$ cat src/rtl/uart_tx_arb.sv
// rtl/uart_tx_arb.sv - round-robin arbiter sequencing byte producers onto one uart_tx
module uart_tx_arb #(
   parameter int NUM_REQ   = 4,
   parameter int DATA_W    = 8,
   parameter int GAP_TICKS = 0,
   localparam int ID_W     = (NUM_REQ > 2) ? $clog2(NUM_REQ) : 1
) (
   input  logic                      clk,
   input  logic                      rst_n,
   input  logic                      tick_baud,
   input  logic [NUM_REQ-1:0]        req_valid,
   input  logic [NUM_REQ*DATA_W-1:0] req_data,
   output logic [NUM_REQ-1:0]        req_ready,
   output logic                      tx_start,
   output logic [DATA_W-1:0]         tx_data,
   input  logic                      tx_done,
   output logic [ID_W-1:0]           grant_id,
   output logic                      busy
);

   localparam int GAP_W = (GAP_TICKS > 0) ? $clog2(GAP_TICKS + 1) : 1;
   localparam logic [GAP_W-1:0] GAP_LAST = GAP_W'((GAP_TICKS > 0) ? GAP_TICKS - 1 : 0);

   localparam logic [1:0] ST_IDLE  = 2'd0;
   localparam logic [1:0] ST_START = 2'd1;
   localparam logic [1:0] ST_WAIT  = 2'd2;
   localparam logic [1:0] ST_GAP   = 2'd3;

   logic [1:0]       state_q;
   logic [ID_W-1:0]  last_q;
   logic [GAP_W-1:0] gap_cnt_q;
   logic             win_found;
   logic [ID_W-1:0]  win_idx;

   // Round-robin search: first pending requester after the last winner, wrapping.
   always_comb begin
      int idx;
      idx       = 0;
      win_found = 1'b0;
      win_idx   = '0;
      for (int off = 1; off <= NUM_REQ; off++) begin
         idx = (int'(last_q) + off) % NUM_REQ;
         if (!win_found && req_valid[ID_W'(idx)]) begin
            win_found = 1'b1;
            win_idx   = ID_W'(idx);
         end
      end
   end

   // Sequencer: grant, strobe the transmitter, wait for the frame, then the optional idle gap.
   always_ff @(posedge clk or negedge rst_n) begin
      if (!rst_n) begin
         state_q   <= ST_IDLE;
         last_q    <= ID_W'(NUM_REQ - 1);
         gap_cnt_q <= '0;
         req_ready <= '0;
         tx_start  <= 1'b0;
         tx_data   <= '0;
         grant_id  <= '0;
         busy      <= 1'b0;
      end else begin
         case (state_q)
            ST_IDLE: begin
               tx_start <= 1'b0;
               if (win_found) begin
                  req_ready <= NUM_REQ'(1) << win_idx;
                  tx_data   <= req_data[win_idx*DATA_W +: DATA_W];
                  grant_id  <= win_idx;
                  last_q    <= win_idx;
                  busy      <= 1'b1;
                  state_q   <= ST_START;
               end else begin
                  req_ready <= '0;
                  busy      <= 1'b0;
               end
            end
            ST_START: begin
               req_ready <= '0;
               tx_start  <= 1'b1;
               state_q   <= ST_WAIT;
            end
            ST_WAIT: begin
               req_ready <= '0;
               tx_start  <= 1'b0;
               // A tick coinciding with tx_done is dropped: the gap count starts from zero.
               if (tx_done) begin
                  gap_cnt_q <= '0;
                  if (GAP_TICKS > 0) begin
                     state_q <= ST_GAP;
                  end else begin
                     state_q <= ST_IDLE;
                     busy    <= 1'b0;
                  end
               end
            end
            default: begin
               req_ready <= '0;
               tx_start  <= 1'b0;
               if (tick_baud) begin
                  if (gap_cnt_q == GAP_LAST) begin
                     state_q <= ST_IDLE;
                     busy    <= 1'b0;
                  end else begin
                     gap_cnt_q <= gap_cnt_q + 1'b1;
                  end
               end
            end
         endcase
      end
   end

endmodule

$ cat config.mk
export PLATFORM = sky130hd
export DESIGN_NAME = uart_tx_arb
export DESIGN_NICKNAME = d
export VERILOG_FILES = /design/src/rtl/uart_tx_arb.sv
export SDC_FILE = /design/constraint.sdc
export NUM_CORES = 1
export LEC_CHECK = 0
export CAP_MARGIN = 20
export CORE_UTILIZATION = 38
export DETAILED_ROUTE_END_ITERATION = 16
export PLACE_DENSITY = 0.79
export SLEW_MARGIN = 20
export SYNTH_ARGS = -nofsm -noshare
export SYNTH_HDL_FRONTEND = slang
export SYNTH_SLANG_ARGS = --single-unit
export TNS_END_PERCENT = 20
$ cat constraint.sdc
create_clock -name clk -period 1.85 [get_ports clk]
set_clock_uncertainty 0.05 [all_clocks]
set_input_delay 0.4625 -clock clk [delete_from_list [all_inputs] [get_ports clk]]
set_output_delay 0.4625 -clock clk [all_outputs]
set_load 0.02 [all_outputs]
==> impl_metrics.env, run 1 <==
export IMPL_drcViolationCount=0
export IMPL_instances_no_fill=193
export IMPL_synth_area_mux_share_pct=16.75
export IMPL_dr_pass1_iters=6
export IMPL_syn2layout_area_growth_pct=78.20
export IMPL_grt_pass1_wl_um=4409
export IMPL_critPathRequiredTime_ns=1.96
export IMPL_initial_utilization_pct=40.64
export IMPL_synth_compound_area_share_pct=16.63
export IMPL_vias_per_cell=5.161
export IMPL_grt_overflow_total=0
export IMPL_postRouteAntennaNets=0
export IMPL_maxCapViolCount=0
export IMPL_clk_latency_ns=0.29
export IMPL_dr_total_vias=996
export IMPL_critPathKind="reg -> reg"
export IMPL_core_area_mm2=0.002500
export IMPL_syn_nets=134
export IMPL_clk_path_buf_depth=2
export IMPL_dieArea_mm2=0.002884
export IMPL_grt_pass1_vias=1008
export IMPL_root_buffer="clkbuf_4"
export IMPL_max_freq_ghz=0.5542
export IMPL_end_kind="flip-flop"
export IMPL_cts_sinks=20
export IMPL_clk_pin_slew_ns=0.11
export IMPL_path_max_fanout=5
export IMPL_setup_violations=0
export IMPL_finalWorstSetupSlack_ns=0.04573
export IMPL_synth_adder_area_share_pct=0
export IMPL_tightest_slew_ns=0.2232
export IMPL_dp_slack_ns=-0.3830
export IMPL_avgSynthCellArea_um2=10.81
export IMPL_synth_cell_types=19
export IMPL_ys_seq_area_share_pct=49.51
export IMPL_ctsHtreeMaxLevel=1
export IMPL_powerDensity_mw_per_mm2=1463
export IMPL_hold_ws_ns=0.4308
export IMPL_wire_per_inst_um=14.80
export IMPL_max_vdd_ir_drop_uv=974.3
export IMPL_antenna_diode_count=0
export IMPL_layout_common_cells="clkdlybuf4s50_1, dfrtp_1, nand2_1, mux2i_1, buf_4"
export IMPL_yosysWarnings=0
export IMPL_place_hpwl_um=2049
export IMPL_fillerInstances=193
export IMPL_synth_xor_area_share_pct=0
export IMPL_netlist_area_mm2=0.001016
export IMPL_nets=204
export IMPL_drive_above_1_share_pct=16.56
export IMPL_synth_cells=94
export IMPL_portBuffers=55
export IMPL_drtIter0Drc=10
export IMPL_dp_cells=184
export IMPL_placementRows=18
export IMPL_hold_path_class="in -> async"
export IMPL_post_route_period_util_pct=97.53
export IMPL_rsz0062_at_grt="true"
export IMPL_status="complete, no violations"
export IMPL_numCtsBuffers=3
export IMPL_die_w_um=53.71
export IMPL_antenna_found_initial=0
export IMPL_cts_tree="done"
export IMPL_cp_data_arrival_time_ns=1.92
export IMPL_routed_wl_um=2857
export IMPL_synth_simple_area_share_pct=12.68
export IMPL_p_leak_nw=0.8282
export IMPL_drv_slew=0
export IMPL_pin_count=56
export IMPL_hold_viol=0
export IMPL_track_usage_pct=21.46
export IMPL_relSlewSlack_pct=84.83
export IMPL_synth_seq_cells=20
export IMPL_fin_crit_ns=1.804
export IMPL_layout_commonest_cell="clkdlybuf4s50_1"
export IMPL_synth_top_family_by_area="multiplexers"
export IMPL_grt_max_degree=21
export IMPL_routabilityCongestion=0.6890
export IMPL_startpoint_type="flip-flop"
export IMPL_final_setup_tns_ns=0
export IMPL_dieHeight_um=53.71
export IMPL_ff2ff_path_depth=6
[flip-flops by register name (all words and copies together), names as in the netlist]
name and cells:
last_q 2, grant_id 2, state_q 2, req_ready 4, busy 1, tx_data 8, tx_start 1
[metrics by stage]
stage	instance area, µm²	total power, mW	utilization, %
after floorplan	1016	1.551	-
after global placement	1670	2.177	66.82
after detailed placement	1670	2.225	66.82
after CTS	1802	2.644	72.07
after global routing	1810	2.818	72.42
final	1810	2.648	72.42
[cells in the mapped netlist, drive strengths merged]
| cell | instances | area (µm²) |
|---|---|---|
| dfstp | 2 | 52.55 |
| and3 | 1 | 6.260 |
| nor2b | 3 | 18.77 |
| a211o | 1 | 8.760 |
| nor2 | 5 | 18.77 |
| clkbuf | 3 | 11.26 |
| inv | 3 | 11.26 |
| mux2i | 17 | 170.2 |
| a31oi | 2 | 12.51 |
| dfrtp | 18 | 450.4 |
| o21ai | 1 | 5.000 |
| buf | 2 | 22.52 |
| nand2b | 4 | 25.02 |
| a211oi | 1 | 12.51 |
| nand2 | 16 | 60.06 |
| o221ai | 9 | 96.35 |
| a21oi | 6 | 33.78 |
[critical path: stages (launching register included)]
cell and delay, ns:
dfstp_2 0.58, mux2i_2 0.27, o221ai_4 0.17, buf_6 0.15
buf_12 0.12, mux2i_2 0.18, o221ai_1 0.16
[kinds of logic after synthesis]
group / Yosys count
AO/OA/AOI/OAI: 20
multiplexers: 17
AND/OR/NAND/NOR: 29
flip-flops: 20
buffers and inverters: 8
[report_power, final]
| part | internal [mW] | switching (mW) |
|---|---|---|
| logic | 0.894 | 0.754 |
| registers | 0.652 | 0.137 |
| clock network | 0.0838 | 0.128 |
[metal layers]
layer	GRT usage [%]	vias to the layer above	share of wire [%]
met1	25.09	472	39
met2	37.86	43	54
li1	-	477	-
met4	6.579	0	1.1
met3	5.650	4	6.5
met5	0	-	0
[path summary, 6_finish.rpt]
kind                       slack, ns  startpoint     endpoint
max                             0.05   last_q[1]   tx_data[3]
min                             0.43       rst_n  grant_id[1]
max reg2reg                     0.05   last_q[1]   tx_data[3]
min reg2reg                     0.44        busy         busy
max in group asynchronous       1.04       rst_n    last_q[1]
min in group clk                0.44        busy         busy
[layout make-up]
cell class | instances | area (µm²) | share of cell area, %
Tap cell | 30 | 37.54 | 2.073
Sequential cell | 20 | 503.0 | 27.78
Clock buffer | 4 | 26.28 | 1.451
Timing Repair Buffer | 70 | 745.7 | 41.19
Inverter | 3 | 11.26 | 0.6220
Multi-Input combinational cell | 66 | 486.7 | 26.88
[what timing repair did]
action	4_1_cts	5_1_grt
setup endpoints to repair	7	8
pin swaps	2	1
setup buffers	3	0
cloned	2	0
hold buffers	0	0
resized for setup	10	3
hold endpoints to repair	0	0
Note: power is estimated with default switching activity, not from simulation.
==> run 2, diff against run 1 <==
- SKIP_LAST_GASP: not set -> 1
==> run 2 against run 1 <==
Compared with the run above: setup slack got worse by 0.00089 ns; register-to-register slack about the same; sequential power is essentially flat; fmax hardly changed; utilization decreased by 0.20 points; via count fell by 0.50%; critical path depth is 5 lower; global-route usage unchanged; total power is essentially flat; final cell count unchanged; routed wire length decreased by 0.25%; hold slack improved by 0.0014 ns; highest routed layer unchanged.
==> impl_metrics.env, run 2 (synthesized netlist as in run 1, its figures left out) <==
export IMPL_hold_viol=0
export IMPL_root_buffer="clkbuf_4"
export IMPL_setup_violations=0
export IMPL_placementRows=18
export IMPL_sw_frac_of_total_pct=38.36
export IMPL_grt_pass1_wl_um=4409
export IMPL_cp_cell_sequence="clkdlybuf4s50_1"
export IMPL_multi_input_area_um2=486.7
export IMPL_power_frac_clock_pct=7.9
export IMPL_grt_max_degree=21
export IMPL_crit_path_max_incr_delay_ns=0.62
export IMPL_hold_buffers=0
export IMPL_drive_above_1_share_pct=16.56
export IMPL_regArea_um2=503.0
export IMPL_drcViolationCount=0
export IMPL_hold_path_class="in -> async"
export IMPL_cp_num_buf_inv=1
export IMPL_dr_total_vias=991
export IMPL_dieArea_mm2=0.002884
export IMPL_layout_commonest_cell="clkdlybuf4s50_1"
export IMPL_dr_pass1_iters=6
export IMPL_final_setup_tns_ns=0
export IMPL_grt_pass1_vias=1008
export IMPL_top_regs="tx_data (8), req_ready (4)"
export IMPL_antenna_found_initial=0
export IMPL_core_area_mm2=0.002500
export IMPL_clk_pin_slew_ns=0.11
export IMPL_hold_ws_ns=0.4322
export IMPL_track_usage_pct=21.46
export IMPL_portBuffers=55
export IMPL_crit_family="buffers and inverters"
export IMPL_pin_count=56
export IMPL_max_freq_ghz=0.5540
export IMPL_numCtsBuffers=3
export IMPL_final_design_area_no_fill_mm2=0.001805
export IMPL_post_route_period_util_pct=97.58
export IMPL_antenna_diode_count=0
export IMPL_p_int_mw=1.634
export IMPL_routabilityCongestion=0.6890
export IMPL_nets=204
export IMPL_grt_overflow_total=0
export IMPL_tightest_slew_ns=0.2232
export IMPL_clk_latency_ns=0.29
export IMPL_powerDensity_mw_per_mm2=1468
export IMPL_critPathRequiredTime_ns=1.34
export IMPL_syn2layout_area_growth_pct=77.71
export IMPL_routed_wl_um=2850
export IMPL_critPathKind="reg -> out"
export IMPL_dieHeight_um=53.71
export IMPL_rsz0062_at_grt="true"
export IMPL_p_leak_nw=0.8096
export IMPL_path_max_fanout=2
export IMPL_cts_tree="done"
export IMPL_power_mw=2.650
export IMPL_status="complete, no violations"
export IMPL_postRouteAntennaNets=0
export IMPL_power_share_combinational_pct=62.2
export IMPL_layout_common_cells="clkdlybuf4s50_1, dfrtp_1, nand2_1, mux2i_1, buf_4"
export IMPL_max_vdd_ir_drop_uv=974.2
export IMPL_cp_data_arrival_time_ns=1.29
export IMPL_seq_power_share_pct=29.8
export IMPL_clk_path_buf_depth=2
export IMPL_cp_slowest_cell="clkdlybuf4s50_1"
export IMPL_relSlewSlack_pct=84.83
export IMPL_vias_per_cell=5.135
export IMPL_final_core_util_pct=72.22
export IMPL_end_kind="output pin"
export IMPL_fillerInstances=192
export IMPL_ctsHtreeMaxLevel=1
export IMPL_wire_per_inst_um=14.77
export IMPL_largest_register="tx_data"
export IMPL_place_hpwl_um=2049
export IMPL_initial_utilization_pct=40.64
export IMPL_die_w_um=53.71
export IMPL_fin_crit_ns=1.805
export IMPL_switchingPower_mw=1.016
export IMPL_place_area_mm2=0.001670
export IMPL_maxCapViolCount=0
export IMPL_drv_slew=0
export IMPL_startpoint_type="flip-flop"
export IMPL_largest_register_ffs=8
export IMPL_drtIter0Drc=13
export IMPL_cts_sinks=20
-- run 2: cell count changes in the layout (fill, tap and decap cells not counted) --
cell / before / now
dlymetal6s2s_1: 2 / 0
clkdlybuf4s50_1: 50 / 52
-- run 2: power groups by stage --
stage	registers, mW	clock network [mW]	logic, mW
after global routing	0.816	0.235	1.77
final	0.791	0.210	1.65
after detailed placement	0.796	0	1.43
after global placement	0.794	0	1.38
after CTS	0.786	0.215	1.64
after floorplan	0.966	0	0.585
-- run 2: routing by layer --
metal / vias up / part of all wire, % / track usage (%) / routed length, µm
met3: 4 / 6.7 / 5.650 / 190
met4: 0 / 1.1 / 6.579 / 31
met2: 39 / 54 / 37.86 / 1541
met1: 470 / 38 / 25.09 / 1086
li1: 478 / - / - / -
met5: - / 0 / 0 / 0
-- run 2: final cells by class --
type	count	share of cell area (%)
well taps	30	2.079
clock buffers	4	1.455
flip-flops and latches	20	27.86
repair buffers	70	41.03
multi-input cells	66	26.96
inverters	3	0.6237
-- run 2: worst paths after layout --
check	from	to	slack (ns)	cells past startpoint
min	rst_n	grant_id[1]	0.43	2
min reg2reg	busy	busy	0.44	2
max reg2reg	last_q[1]	tx_data[3]	0.05	6
max in group asynchronous	rst_n	last_q[1]	1.04	2
min in group clk	busy	busy	0.44	2
max	grant_id[0]	grant_id[0]	0.04	1
-- run 2: timing repair --
item	CTS	global route
gates resized for setup	10	1
setup endpoints to repair	7	8
gates cloned	2	0
pin swaps	2	1
setup buffers	3	0
-- run 2: metrics by stage --
stage / worst slack (ns) / std cells
finish: 0.04483 / 193
global route: -0.04133 / 193
CTS: 0.01853 / 193
detailed placement: -0.3830 / 184
global placement: -0.2481 / 184
floorplan: 0.2241 / 94
==> run 3, diff against run 2 <==
- CAP_MARGIN: 20 -> not set
==> results of run 3 <==
Same layout as run 2: the final DEF is identical, and so are final timing and power.
